`src/rtl/pipeline_stall_controller.sv`:
```
// pipeline_stall_controller
//   Merges load-use hazard, EXE branch-taken and the MEM-stage SRAM handshake
//   into one set of hold/flush controls for the 5-stage pipeline. It bounds
//   each SRAM access to MAX_WAIT frozen cycles and keeps saturating stall and
//   flush counters.
// Ports:
//   clk, rst         rising-edge clock, asynchronous active-high reset
//   hazard           load-use hazard from the hazard detection unit
//   branch_taken     EXE-stage branch resolved taken
//   mem_req          MEM-stage instruction accesses SRAM
//   sram_ready       SRAM access completes this cycle
//   cnt_clr          synchronous clear of both counters
//   freeze_all       hold PC and every pipeline register
//   pc_hold          hold PC
//   if_id_hold       hold IF/ID
//   if_id_flush      load NOP into IF/ID
//   id_exe_bubble    load NOP into ID/EXE
//   mem_error        sticky SRAM timeout flag (cleared only by rst)
//   stall_cnt        cycles with pc_hold asserted
//   flush_cnt        cycles with if_id_flush asserted
module pipeline_stall_controller #(
  parameter int MAX_WAIT = 8,
  parameter int CNT_W    = 16
) (
  input  logic             clk,
  input  logic             rst,
  input  logic             hazard,
  input  logic             branch_taken,
  input  logic             mem_req,
  input  logic             sram_ready,
  input  logic             cnt_clr,
  output logic             freeze_all,
  output logic             pc_hold,
  output logic             if_id_hold,
  output logic             if_id_flush,
  output logic             id_exe_bubble,
  output logic             mem_error,
  output logic [CNT_W-1:0] stall_cnt,
  output logic [CNT_W-1:0] flush_cnt
);

  localparam int WW = $clog2(MAX_WAIT + 1);
  localparam logic [WW-1:0] WAIT_LAST = WW'(MAX_WAIT - 1);

  typedef enum logic [1:0] {RUN, MEM_WAIT, ERROR} state_t;

  state_t        state, state_n;
  logic [WW-1:0] wait_cnt, wait_n;
  logic          mem_stall;

  // An access that is not ready yet freezes the whole pipe; not meaningful
  // once in ERROR, where the freeze is unconditional.
  assign mem_stall = mem_req & ~sram_ready & (state != ERROR);

  always_ff @(posedge clk or posedge rst) begin
    if (rst) begin
      state    <= RUN;
      wait_cnt <= '0;
    end else begin
      state    <= state_n;
      wait_cnt <= wait_n;
    end
  end

  always_comb begin
    state_n       = state;
    wait_n        = wait_cnt;
    freeze_all    = 1'b0;
    pc_hold       = 1'b0;
    if_id_hold    = 1'b0;
    if_id_flush   = 1'b0;
    id_exe_bubble = 1'b0;

    // Next state: wait_cnt counts frozen cycles already completed, so the
    // MAX_WAIT-th frozen cycle is the one that sees WAIT_LAST.
    case (state)
      RUN, MEM_WAIT: begin
        if (mem_stall) begin
          if (wait_cnt == WAIT_LAST) begin
            state_n = ERROR;
          end else begin
            wait_n  = wait_cnt + 1'b1;
            state_n = MEM_WAIT;
          end
        end else begin
          state_n = RUN;
          wait_n  = '0;
        end
      end
      default: state_n = ERROR;
    endcase

    // Controls, highest priority first. While frozen, EXE/ID are held so
    // branch_taken/hazard are stale and ignored. A taken branch flushes the
    // instruction that would have stalled, so hazard is dropped with it.
    if (!rst) begin
      if (state == ERROR || mem_stall) begin
        freeze_all = 1'b1;
        pc_hold    = 1'b1;
        if_id_hold = 1'b1;
      end else if (branch_taken) begin
        if_id_flush   = 1'b1;
        id_exe_bubble = 1'b1;
      end else if (hazard) begin
        pc_hold       = 1'b1;
        if_id_hold    = 1'b1;
        id_exe_bubble = 1'b1;
      end
    end
  end

  assign mem_error = (state == ERROR);

  always_ff @(posedge clk or posedge rst) begin
    if (rst) begin
      stall_cnt <= '0;
      flush_cnt <= '0;
    end else if (cnt_clr) begin
      stall_cnt <= '0;
      flush_cnt <= '0;
    end else begin
      if (pc_hold && stall_cnt != '1)     stall_cnt <= stall_cnt + 1'b1;
      if (if_id_flush && flush_cnt != '1) flush_cnt <= flush_cnt + 1'b1;
    end
  end

endmodule

```
`config.mk`:
```
export PLATFORM = sky130hd
export DESIGN_NAME = pipeline_stall_controller
export DESIGN_NICKNAME = d
export VERILOG_FILES = /design/src/rtl/pipeline_stall_controller.sv
export SDC_FILE = /design/constraint.sdc
export NUM_CORES = 1
export LEC_CHECK = 0
export BUFFER_PORTS_ARGS = -buffer_cell sky130_fd_sc_hd__clkbuf_2
export CORE_AREA = 2 2 70 72
export DETAILED_ROUTE_END_ITERATION = 7
export DIE_AREA = 0 0 72 74
export PLACE_DENSITY = 0.82
export SYNTH_ARGS = -nofsm -noshare
export SYNTH_HDL_FRONTEND = slang
export SYNTH_SLANG_ARGS = --single-unit
```
`constraint.sdc`:
```
create_clock -name clk -period 2.1 [get_ports clk]
set_input_delay 0.105 -clock clk [delete_from_list [all_inputs] [get_ports clk]]
set_output_delay 0.105 -clock clk [all_outputs]
set_load 0.02 [all_outputs]
```
==> impl_metrics.csv, run 1 <==
group,metric,value,unit
route,detail-route-antenna-nets,0,
run,drv.max_cap_violation_count,0,
logic_synthesis,ranking_of_synthesized_cells_by_area,"dfrtp_1, or4_1, a21oi_1",
setup_path,critPathMaxStageDelay,0.41,ns
sta,fmaxAchievable,0.519,GHz
layout,final_area,2640,um^2
power_and_ir_drop,pwr_density_cell,550,nW/um^2
die,boundaryPins,45,
global_routing,grt_first_pass_wirelength,8020,um
sta,layout_worst_path_cycle_share,91.7,%
clock_tree,clk_latency,0.29,ns
die,die-area,5330,um^2
clock_tree,cts_resized,0,
sta,setup-tns-final,0,ns
logic_synthesis,synth_sequential_area_ratio,42.5,%
sta,final-setup-viol-count,0,
clock_tree,h-tree-depth,2,
sta,fin_skew,0.00301,ns
sta,timing_worst_slew_pin_value,0.810,ns
route,detail_route.wirelength.met1,2310,um
global_routing,global_route.overflow_total,0,
route,post-route-drc-count,0,
logic_synthesis,synthDominantCellAreaShare,42.5,%
power_and_ir_drop,p_clk_share,40.3,%
power_and_ir_drop,power_after_layout,0.00145,W
die,die_x,72,um
sta,final.min_clock_period,1.93,ns
run_status,run_status,"finished, final reports clean",
setup_path,critical_path.slowest_cell,"dfrtp_1",
logic_synthesis,yosys_register_bits,38,
route,drt_pass1_iterations,4,
setup_path,criticalPathCategory,"reg -> reg",
global_routing,maximum_number_of_pins_on_one_net_before_global_route_repair,43,
layout,antennaDiodeCount,0,
layout,final_core_area_utilization,57.3,%
place,post-place-ws,0.177,ns
place,dpl_wire_length,3260,um
clock_tree,clock_tree.root_cell,"clkbuf_8",
setup_path,cp_cell_sequence,"ha_1 -> and4_1 -> and4_4 -> nor4_1 -> mux2_1",
logic_synthesis,ys.flop_type,"dfrtp_1",
clock_tree,tritoncts,"done",
die,core,4600,um^2
route,starting_drt_drc_count,173,
setup_path,worstSetupStartpointType,"register",
sta,maxSlewViolCount,0,
die,die_h,74,um
sta,grt_setup_unrepaired,"no",
clock_tree,clk_pin_slew_worst_paths,0.07,ns
die,floorplan.initialDensity,48.7,%
setup_path,ff2ff_setup_slack,0.17,ns
place,finalWeightedCongestion,0.821,
route,top_layer,"met4",
global_routing,first_global_vias,1732,
logic_synthesis,yosys.cell_count.top_type,"dfrtp_1",
logic_synthesis,synth_enable_flop_cells,0,
power_and_ir_drop,cellInternalPower,0.00111,W
setup_path,crit_required,2.27,ns
power_and_ir_drop,power.switching_fraction,23.6,%
sta,worst_path_setup_slack_after_routing,0.175,ns
logic_synthesis,synth_cells,233,
layout,area_growth_from_synthesis_to_layout,17.7,%
clock_tree,ctsLongestPathBuffers,2,
logic_synthesis,net_count_after_synthesis,243,
logic_synthesis,synth_area,2240,um^2
power_and_ir_drop,p_leak,1.17,nW
place,postPlaceCellArea,2500,um^2
power_and_ir_drop,ir_drop,0.376,mV
power_and_ir_drop,p_comb_share,8.1,%
clock_tree,number_of_buffers_created_by_cts,5,
power_and_ir_drop,switching_pwr,0.000341,W
logic_synthesis,synth.lib_cells_used.distinct,44,
die,row_count,25,
sta,hold_viol,0,
logic_synthesis,commonest_cells_in_the_netlist,"dfrtp_1, a21oi_1, nand3_1, or4_1",
route,wire_per_inst,14.2,um
route,dr_wl_met2,2210,um
min_path,timing.hold.worst.class,"in -> reg",
route,total_via_count_in_the_routed_design,2025,
logic_synthesis,synthesis.area_per_instance,9.61,um^2
place,port_buffers,44,
power_and_ir_drop,seqPwrFrac,51.6,%
layout,finalNetCount,291,
route,route.final.wire_length,4780,um
clock_tree,cts.sinks,38,
layout,drive_above_1_share,27.3,%
setup_path,path_max_fanout,19,
setup_path,worst_setup_path_end_kind,"register",
logic_synthesis,yosysTopAreaCell,"dfrtp_1",
route,route.met3.wl,198,um
global_routing,grt_antenna_before_repair,0,
sta,maxSlewHeadroom,46.0,%
global_routing,grt_usage,18.9,%
setup_path,crit_arrival,2.10,ns
logic_synthesis,async_flop_share,100,%
logic_synthesis,ys.warnings.count,0,
route,route.detailed.vias_per_inst,6.03,
[timing repair]
action,CTS,global route
endpoints found under the setup margin,0,2
hold buffers,1,0
setup buffers,0,2
endpoints found under the hold margin,38,0
[metrics by stage]
step | instances | hold WS [ns]
2_1_floorplan | 233 | 0.287
3_3_place_gp | 325 | 0.293
3_5_place_dp | 325 | 0.296
4_1_cts | 334 | 0.379
5_1_grt | 336 | 0.420
6_report | 336 | 0.374
[layer usage]
metal  vias to the layer above  GRT usage, %
met1                       974          27.2
met2                        45          28.9
met5                         -             0
met4                         0          5.24
li1                       1001             -
met3                         5          4.47
[sequential cells by signal (all words and copies together) (netlist names)]
name and count:
wait_cnt 4, flush_cnt 16, state 2, stall_cnt 16
[power by group through the flow]
stage | clock network, W | logic, W | registers, W
after global placement | 0 | 0.000115 | 0.000761
after floorplan | 0 | 0.0000781 | 0.000766
after CTS | 0.000598 | 0.000119 | 0.000748
after global routing | 0.000635 | 0.000131 | 0.000749
final | 0.000583 | 0.000117 | 0.000748
after detailed placement | 0 | 0.000116 | 0.000762
[layout by cell type, fill, tap and decap left out, types with 9 or more instances in the layout]
cell type,synthesis,final
nand3_1,15,15
nand2_1,9,9
or4_1,15,15
nor2_1,13,13
dfrtp_1,38,38
nand4_1,11,11
a21oi_1,22,22
nor2b_1,11,11
o31ai_1,13,13
buf_4,1,9
clkbuf_2,1,44
[area by class of cell]
class / instances / area [um^2]
flip-flops and latches: 38 / 951
clock buffers: 8 / 110
repair buffers: 54 / 298
fillers: 411 / 1960
inverters: 5 / 18.8
well taps: 54 / 67.6
multi-input cells: 177 / 1190
[final timing paths]
path	from	endpoint	cells past startpoint
max reg2reg	stall_cnt[0]	stall_cnt[13]	5
max	stall_cnt[0]	stall_cnt[13]	5
min reg2reg	wait_cnt[2]	wait_cnt[2]	1
max in group asynchronous	rst	flush_cnt[1]	4
min	mem_req	state[1]	3
min in group asynchronous	rst	stall_cnt[0]	4
[worst max-delay path, delay by kind of cell, from the launching register on]
| family | cells | cell delay (ns) |
|---|---|---|
| adder cells (fa/ha/maj) | 1 | 0.25 |
| AND/OR/NAND/NOR | 3 | 0.79 |
| flip-flops | 1 | 0.41 |
| multiplexers | 1 | 0.35 |
[logic make-up (layout without fill, tap and decap cells)]
group / Yosys count / in the layout / share of synthesized area, %
buf+inv: 18 / 67 / 4.36
mux: 11 / 11 / 5.53
compound gates: 54 / 54 / 15.5
fa+ha+maj: 3 / 3 / 1.68
simple gates: 109 / 109 / 30.5
flops: 38 / 38 / 42.5
No activity file was read; power rests on OpenSTA's default activity.
==> run 2: changes to the inputs <==
- SETUP_SLACK_MARGIN: unset -> 0.3
==> run 2 against run 1 <==
Compared with the run above:
- the flow now finishes with violations (negative hold slack)
- power shrank 3.3%
- register-to-register slack improved by 0.12 ns
- sequential power barely moved
- cell count is 4.5% higher
- clock skew is 0.0053 ns higher
- core utilization grew 5.2 points
- non-clock buffer count is 14 higher
- worst setup slack better by 0.12 ns
- critical path type unchanged
- count of clock-buffer cells in the layout shrank 1
- cell area is 9.1% higher
==> impl_metrics.csv, run 2 (synthesis results as in run 1) <==
group,metric,value,unit
run_status,run_status,"complete, but fails checks",
run_status,failed_checks,"negative hold slack",
route,detail-route-antenna-nets,0,
power_and_ir_drop,cellInternalPower,0.00105,W
setup_path,criticalPathCategory,"reg -> reg",
power_and_ir_drop,power_after_layout,0.00140,W
route,drt_pass1_iterations,4,
die,die-area,5330,um^2
route,route.detailed.vias_per_inst,6.21,
clock_tree,clk_latency,0.29,ns
min_path,timing.hold.worst.class,"in -> async",
power_and_ir_drop,power.switching_fraction,25.1,%
sta,finalHoldWorstSlack,-0.00677,ns
die,die_x,72,um
sta,maxSlewHeadroom,44.9,%
power_and_ir_drop,ir_drop,0.322,mV
route,starting_drt_drc_count,223,
global_routing,grt_usage,20.3,%
die,core,4600,um^2
run,drv.max_cap_violation_count,0,
sta,final-setup-viol-count,0,
setup_path,worstSetupStartpointType,"register",
clock_tree,tritoncts,"done",
clock_tree,number_of_buffers_created_by_cts,5,
clock_tree,cts.sinks,38,
route,total_via_count_in_the_routed_design,2178,
power_and_ir_drop,p_leak,1.22,nW
clock_tree,h-tree-depth,2,
power_and_ir_drop,p_clk_share,36.9,%
setup_path,crit_required,2.28,ns
layout,final_core_area_utilization,62.5,%
global_routing,grt_antenna_before_repair,0,
die,row_count,25,
power_and_ir_drop,pwr_density_cell,487,nW/um^2
clock_tree,clock_tree.root_cell,"clkbuf_8",
layout,drive_above_1_share,40.4,%
sta,grt_setup_unrepaired,"yes",
setup_path,worst_setup_path_end_kind,"register",
route,route.final.wire_length,5800,um
die,die_h,74,um
layout,layout_commonest_cell,"clkbuf_2",
clock_tree,ctsLongestPathBuffers,2,
sta,fin_skew,0.00836,ns
route,post-route-drc-count,0,
clock_tree,clk_pin_slew_worst_paths,0.08,ns
sta,maxSlewViolCount,0,
die,boundaryPins,45,
sta,final.min_clock_period,1.80,ns
global_routing,maximum_number_of_pins_on_one_net_before_global_route_repair,43,
layout,finalNetCount,306,
route,wire_per_inst,16.5,um
layout,area_growth_from_synthesis_to_layout,28.5,%
power_and_ir_drop,p_comb_share,9.6,%
sta,setup-tns-final,0,ns
sta,timing_worst_slew_pin_value,0.827,ns
die,floorplan.initialDensity,48.7,%
power_and_ir_drop,seqPwrFrac,53.5,%
sta,fmaxAchievable,0.554,GHz
place,port_buffers,44,
layout,antennaDiodeCount,0,
sta,layout_worst_path_cycle_share,85.9,%
setup_path,path_max_fanout,7,
place,finalWeightedCongestion,0.824,
global_routing,grt_first_pass_wirelength,8510,um
global_routing,first_global_vias,1857,
sta,hold_viol,29,
setup_path,crit_arrival,1.99,ns
setup_path,reg2reg_depth,4,
layout,top_regs,"flush_cnt x16, stall_cnt x16, wait_cnt x4",
global_routing,global_route.overflow_total,0,
place,dpl_wire_length,3560,um
layout,most-common-layout-cells,"clkbuf_2, dfrtp_1, buf_4",
power_and_ir_drop,switching_pwr,0.000352,W
run 2: cell count changes in the layout (fill, tap and decap cells not counted), moves of 2 or more:
cell	delta
ha_1	-2
ha_4	+2
nor4_4	+3
dfrtp_2	+11
nor4_2	+3
buf_4	+15
clkbuf_8	-2
nor4_1	-6
dfrtp_1	-11
run 2: per-stage QoR:
stage | area (um^2) | instances | setup WS [ns] | hold slack [ns]
finish | 2880 | 351 | 0.296 | -0.00677
global route | 2880 | 351 | 0.206 | 0.0346
CTS | 2640 | 335 | 0.250 | 0.00491
detailed placement | 2520 | 324 | 0.226 | 0.313
global placement | 2520 | 324 | 0.268 | 0.314
floorplan | 2270 | 233 | 0.286 | 0.287
run 2: critical path, stage by stage, from the launching register on:
cell and delay (ns):
dfrtp_1 0.44, and4_1 0.25, nand4_1 0.29, nor4b_2 0.36, mux2_2 0.36
run 2: what timing repair did:
item	in CTS	in global routing
resized for setup	1	23
cloned	0	1
hold buffers	0	0
pin swaps	3	6
setup buffers	3	15
endpoints found under the setup margin	12	27
run 2: layer usage:
| metal | vias to the layer above | track usage (%) | share of wire, % |
|---|---|---|---|
| met5 | - | 0 | 0 |
| met4 | 0 | 8.81 | 3.0 |
| met3 | 17 | 4.61 | 5.0 |
| met2 | 81 | 32.0 | 49 |
| met1 | 1048 | 27.1 | 43 |
| li1 | 1032 | - | - |
run 2: cell type report:
class / count / area (um^2)
Fill cell: 365 / 1720
Sequential cell: 38 / 965
Clock buffer: 7 / 86.3
Clock inverter: 1 / 5.00
Tap cell: 54 / 67.6
Timing Repair Buffer: 68 / 400
Multi-Input combinational cell: 178 / 1330
Inverter: 5 / 18.8
run 2: worst paths after layout:
path                               from           end  slack [ns]
min in group clk                mem_req      state[0]        0.36
hold reg to reg             wait_cnt[2]   wait_cnt[2]        0.52
max in group asynchronous           rst  flush_cnt[4]        1.74
hold / removal                      rst  flush_cnt[6]      -0.007
setup / recovery           flush_cnt[5]  flush_cnt[9]        0.30
setup reg to reg           flush_cnt[5]  flush_cnt[9]        0.30
run 2: power groups by stage:
stage / Clock, W / Sequential, W / Combinational [W]
6_report: 0.000517 / 0.000750 / 0.000134
5_1_grt: 0.000559 / 0.000750 / 0.000147
4_1_cts: 0.000532 / 0.000749 / 0.000123
3_5_place_dp: 0 / 0.000764 / 0.000118
3_3_place_gp: 0 / 0.000763 / 0.000115
2_1_floorplan: 0 / 0.000767 / 0.0000789
==> run 3: changes to the inputs <==
==> constraint.sdc (replaced) <==
create_clock -name clk -period 2.1 [get_ports clk]
set_input_delay 0.105 -clock clk [delete_from_list [all_inputs] [get_ports clk]]
set_output_delay 0.105 -clock clk [all_outputs]
set_load 0.1 [all_outputs]
==> run 3 against run 2 <==
Compared with the run above:
- worst setup slack worse by 0.073 ns
- critical endpoint is now stall_cnt[12]
- the run now ends clean
- core utilization is 4.2 points higher
- fmax down 3.9%
==> impl_metrics.csv, run 3 (synthesis results as in run 1) <==
group,metric,value,unit
sta,fmaxAchievable,0.533,GHz
clock_tree,postCtsHoldBufs,0,
setup_path,worst_setup_path_end_kind,"register",
die,row_count,25,
route,detail-route-antenna-nets,0,
layout,area_growth_from_synthesis_to_layout,37.2,%
layout,finalNetCount,309,
global_routing,maximum_number_of_pins_on_one_net_before_global_route_repair,43,
die,core,4600,um^2
route,route.final.wire_length,5960,um
global_routing,grt_first_pass_wirelength,9070,um
sta,timing_worst_slew_pin_value,0.896,ns
route,drt_pass1_iterations,4,
die,die_h,74,um
global_routing,first_global_vias,1880,
sta,maxSlewHeadroom,40.3,%
die,die-area,5330,um^2
route,route.detailed.vias_per_inst,6.29,
die,floorplan.initialDensity,48.7,%
clock_tree,tritoncts,"done",
sta,final.min_clock_period,1.88,ns
route,wire_per_inst,16.8,um
min_path,timing.hold.worst.class,"in -> async",
global_routing,grt_usage,21.5,%
sta,worst_path_setup_slack_after_routing,0.223,ns
sta,setup-tns-final,0,ns
sta,maxSlewViolCount,0,
clock_tree,ctsLongestPathBuffers,2,
clock_tree,h-tree-depth,2,
sta,final-setup-viol-count,0,
power_and_ir_drop,ir_drop,0.432,mV
route,post-route-drc-count,0,
run,drv.max_cap_violation_count,0,
layout,layout_commonest_cell,"clkbuf_2",
layout,antennaDiodeCount,0,
layout,most-common-layout-cells,"clkbuf_2, dfrtp_4, buf_4",
place,dpl_wire_length,3450,um
sta,hold_viol,0,
setup_path,path_max_fanout,8,
global_routing,grt_antenna_before_repair,0,
place,port_buffers,44,
clock_tree,clk_latency,0.29,ns
die,die_x,72,um
clock_tree,clock_tree.root_cell,"clkbuf_8",
setup_path,worstSetupStartpointType,"register",
power_and_ir_drop,p_leak,1.18,nW
sta,grt_setup_unrepaired,"yes",
clock_tree,clk_pin_slew_worst_paths,0.08,ns
run_status,run_status,"finished, final reports clean",
clock_tree,number_of_buffers_created_by_cts,5,
global_routing,global_route.overflow_total,0,
place,finalWeightedCongestion,0.764,
route,starting_drt_drc_count,158,
setup_path,crit_required,2.29,ns
sta,layout_worst_path_cycle_share,89.4,%
layout,top_regs,"flush_cnt x16, stall_cnt x16, wait_cnt x4",
place,post-place-ws,0.185,ns
sta,finalHoldWorstSlack,0.0239,ns
setup_path,crit_arrival,2.07,ns
setup_path,criticalPathCategory,"reg -> reg",
power_and_ir_drop,pwr_density_cell,481,nW/um^2
clock_tree,cts.sinks,38,
route,total_via_count_in_the_routed_design,2228,
sta,fin_skew,0.0113,ns
layout,drive_above_1_share,50.3,%
die,boundaryPins,45,
[run 3: cell count changes in the layout (fill, tap and decap cells not counted), moves of 3 or more]
cell	before	now
clkbuf_2	44	40
dfrtp_4	0	26
dfrtp_1	27	6
buf_12	0	3
dfrtp_2	11	6
a21oi_1	21	18
a21oi_2	1	4
[run 3: worst max-delay path, cell delays in order (launching register included)]
cell and delay (ns):
dfrtp_4 0.50, ha_4 0.18, and4_4 0.16, and4_4 0.21, buf_6 0.14, or4_1 0.42
a21oi_1 0.16
[run 3: stage by stage]
stage	instance area [um^2]	util [%]	total power [W]	instances
3_3_place_gp	2690	58.5	0.000968	320
4_1_cts	2840	61.8	0.00146	336
3_5_place_dp	2690	58.5	0.000971	320
2_1_floorplan	2460	-	0.000934	233
6_report	3070	66.8	0.00148	354
5_1_grt	3070	66.8	0.00153	354
[run 3: cell type report]
cell class | count | area (um^2)
Clock buffer | 8 | 80.1
Fill cell | 366 | 1530
Inverter | 5 | 26.3
Multi-Input combinational cell | 179 | 1370
Sequential cell | 38 | 1060
Tap cell | 54 | 67.6
Timing Repair Buffer | 70 | 470
[run 3: what timing repair did]
item | in CTS | in global routing
gates cloned | 1 | 1
pin swaps | 3 | 9
setup buffers | 7 | 17
gates resized for setup | 3 | 16
setup endpoints to repair | 15 | 22
[run 3: final timing paths]
| check | startpoint | end | slack (ns) | cells after the start |
|---|---|---|---|---|
| max reg2reg | stall_cnt[0] | stall_cnt[12] | 0.22 | 6 |
| min in group clk | rst | stall_cnt[5] | 0.38 | 4 |
| max in group asynchronous | rst | stall_cnt[3] | 1.69 | 3 |
| min reg2reg | wait_cnt[2] | wait_cnt[2] | 0.53 | 1 |
| min | rst | flush_cnt[7] | 0.02 | 3 |
| max | stall_cnt[0] | stall_cnt[12] | 0.22 | 6 |
[run 3: routing by layer]
layer,routed length [um],part of all wire [%],track usage (%)
met5,0,0,0
met4,67,1.1,5.66
met3,287,4.8,3.66
met2,2920,49,33.3
met1,2690,45,31.6
[run 3: power by group]
group	switching [W]	internal, W
Clock	0.000258	0.000236
Combinational	0.000170	0.0000606
Sequential	0.00000973	0.000741
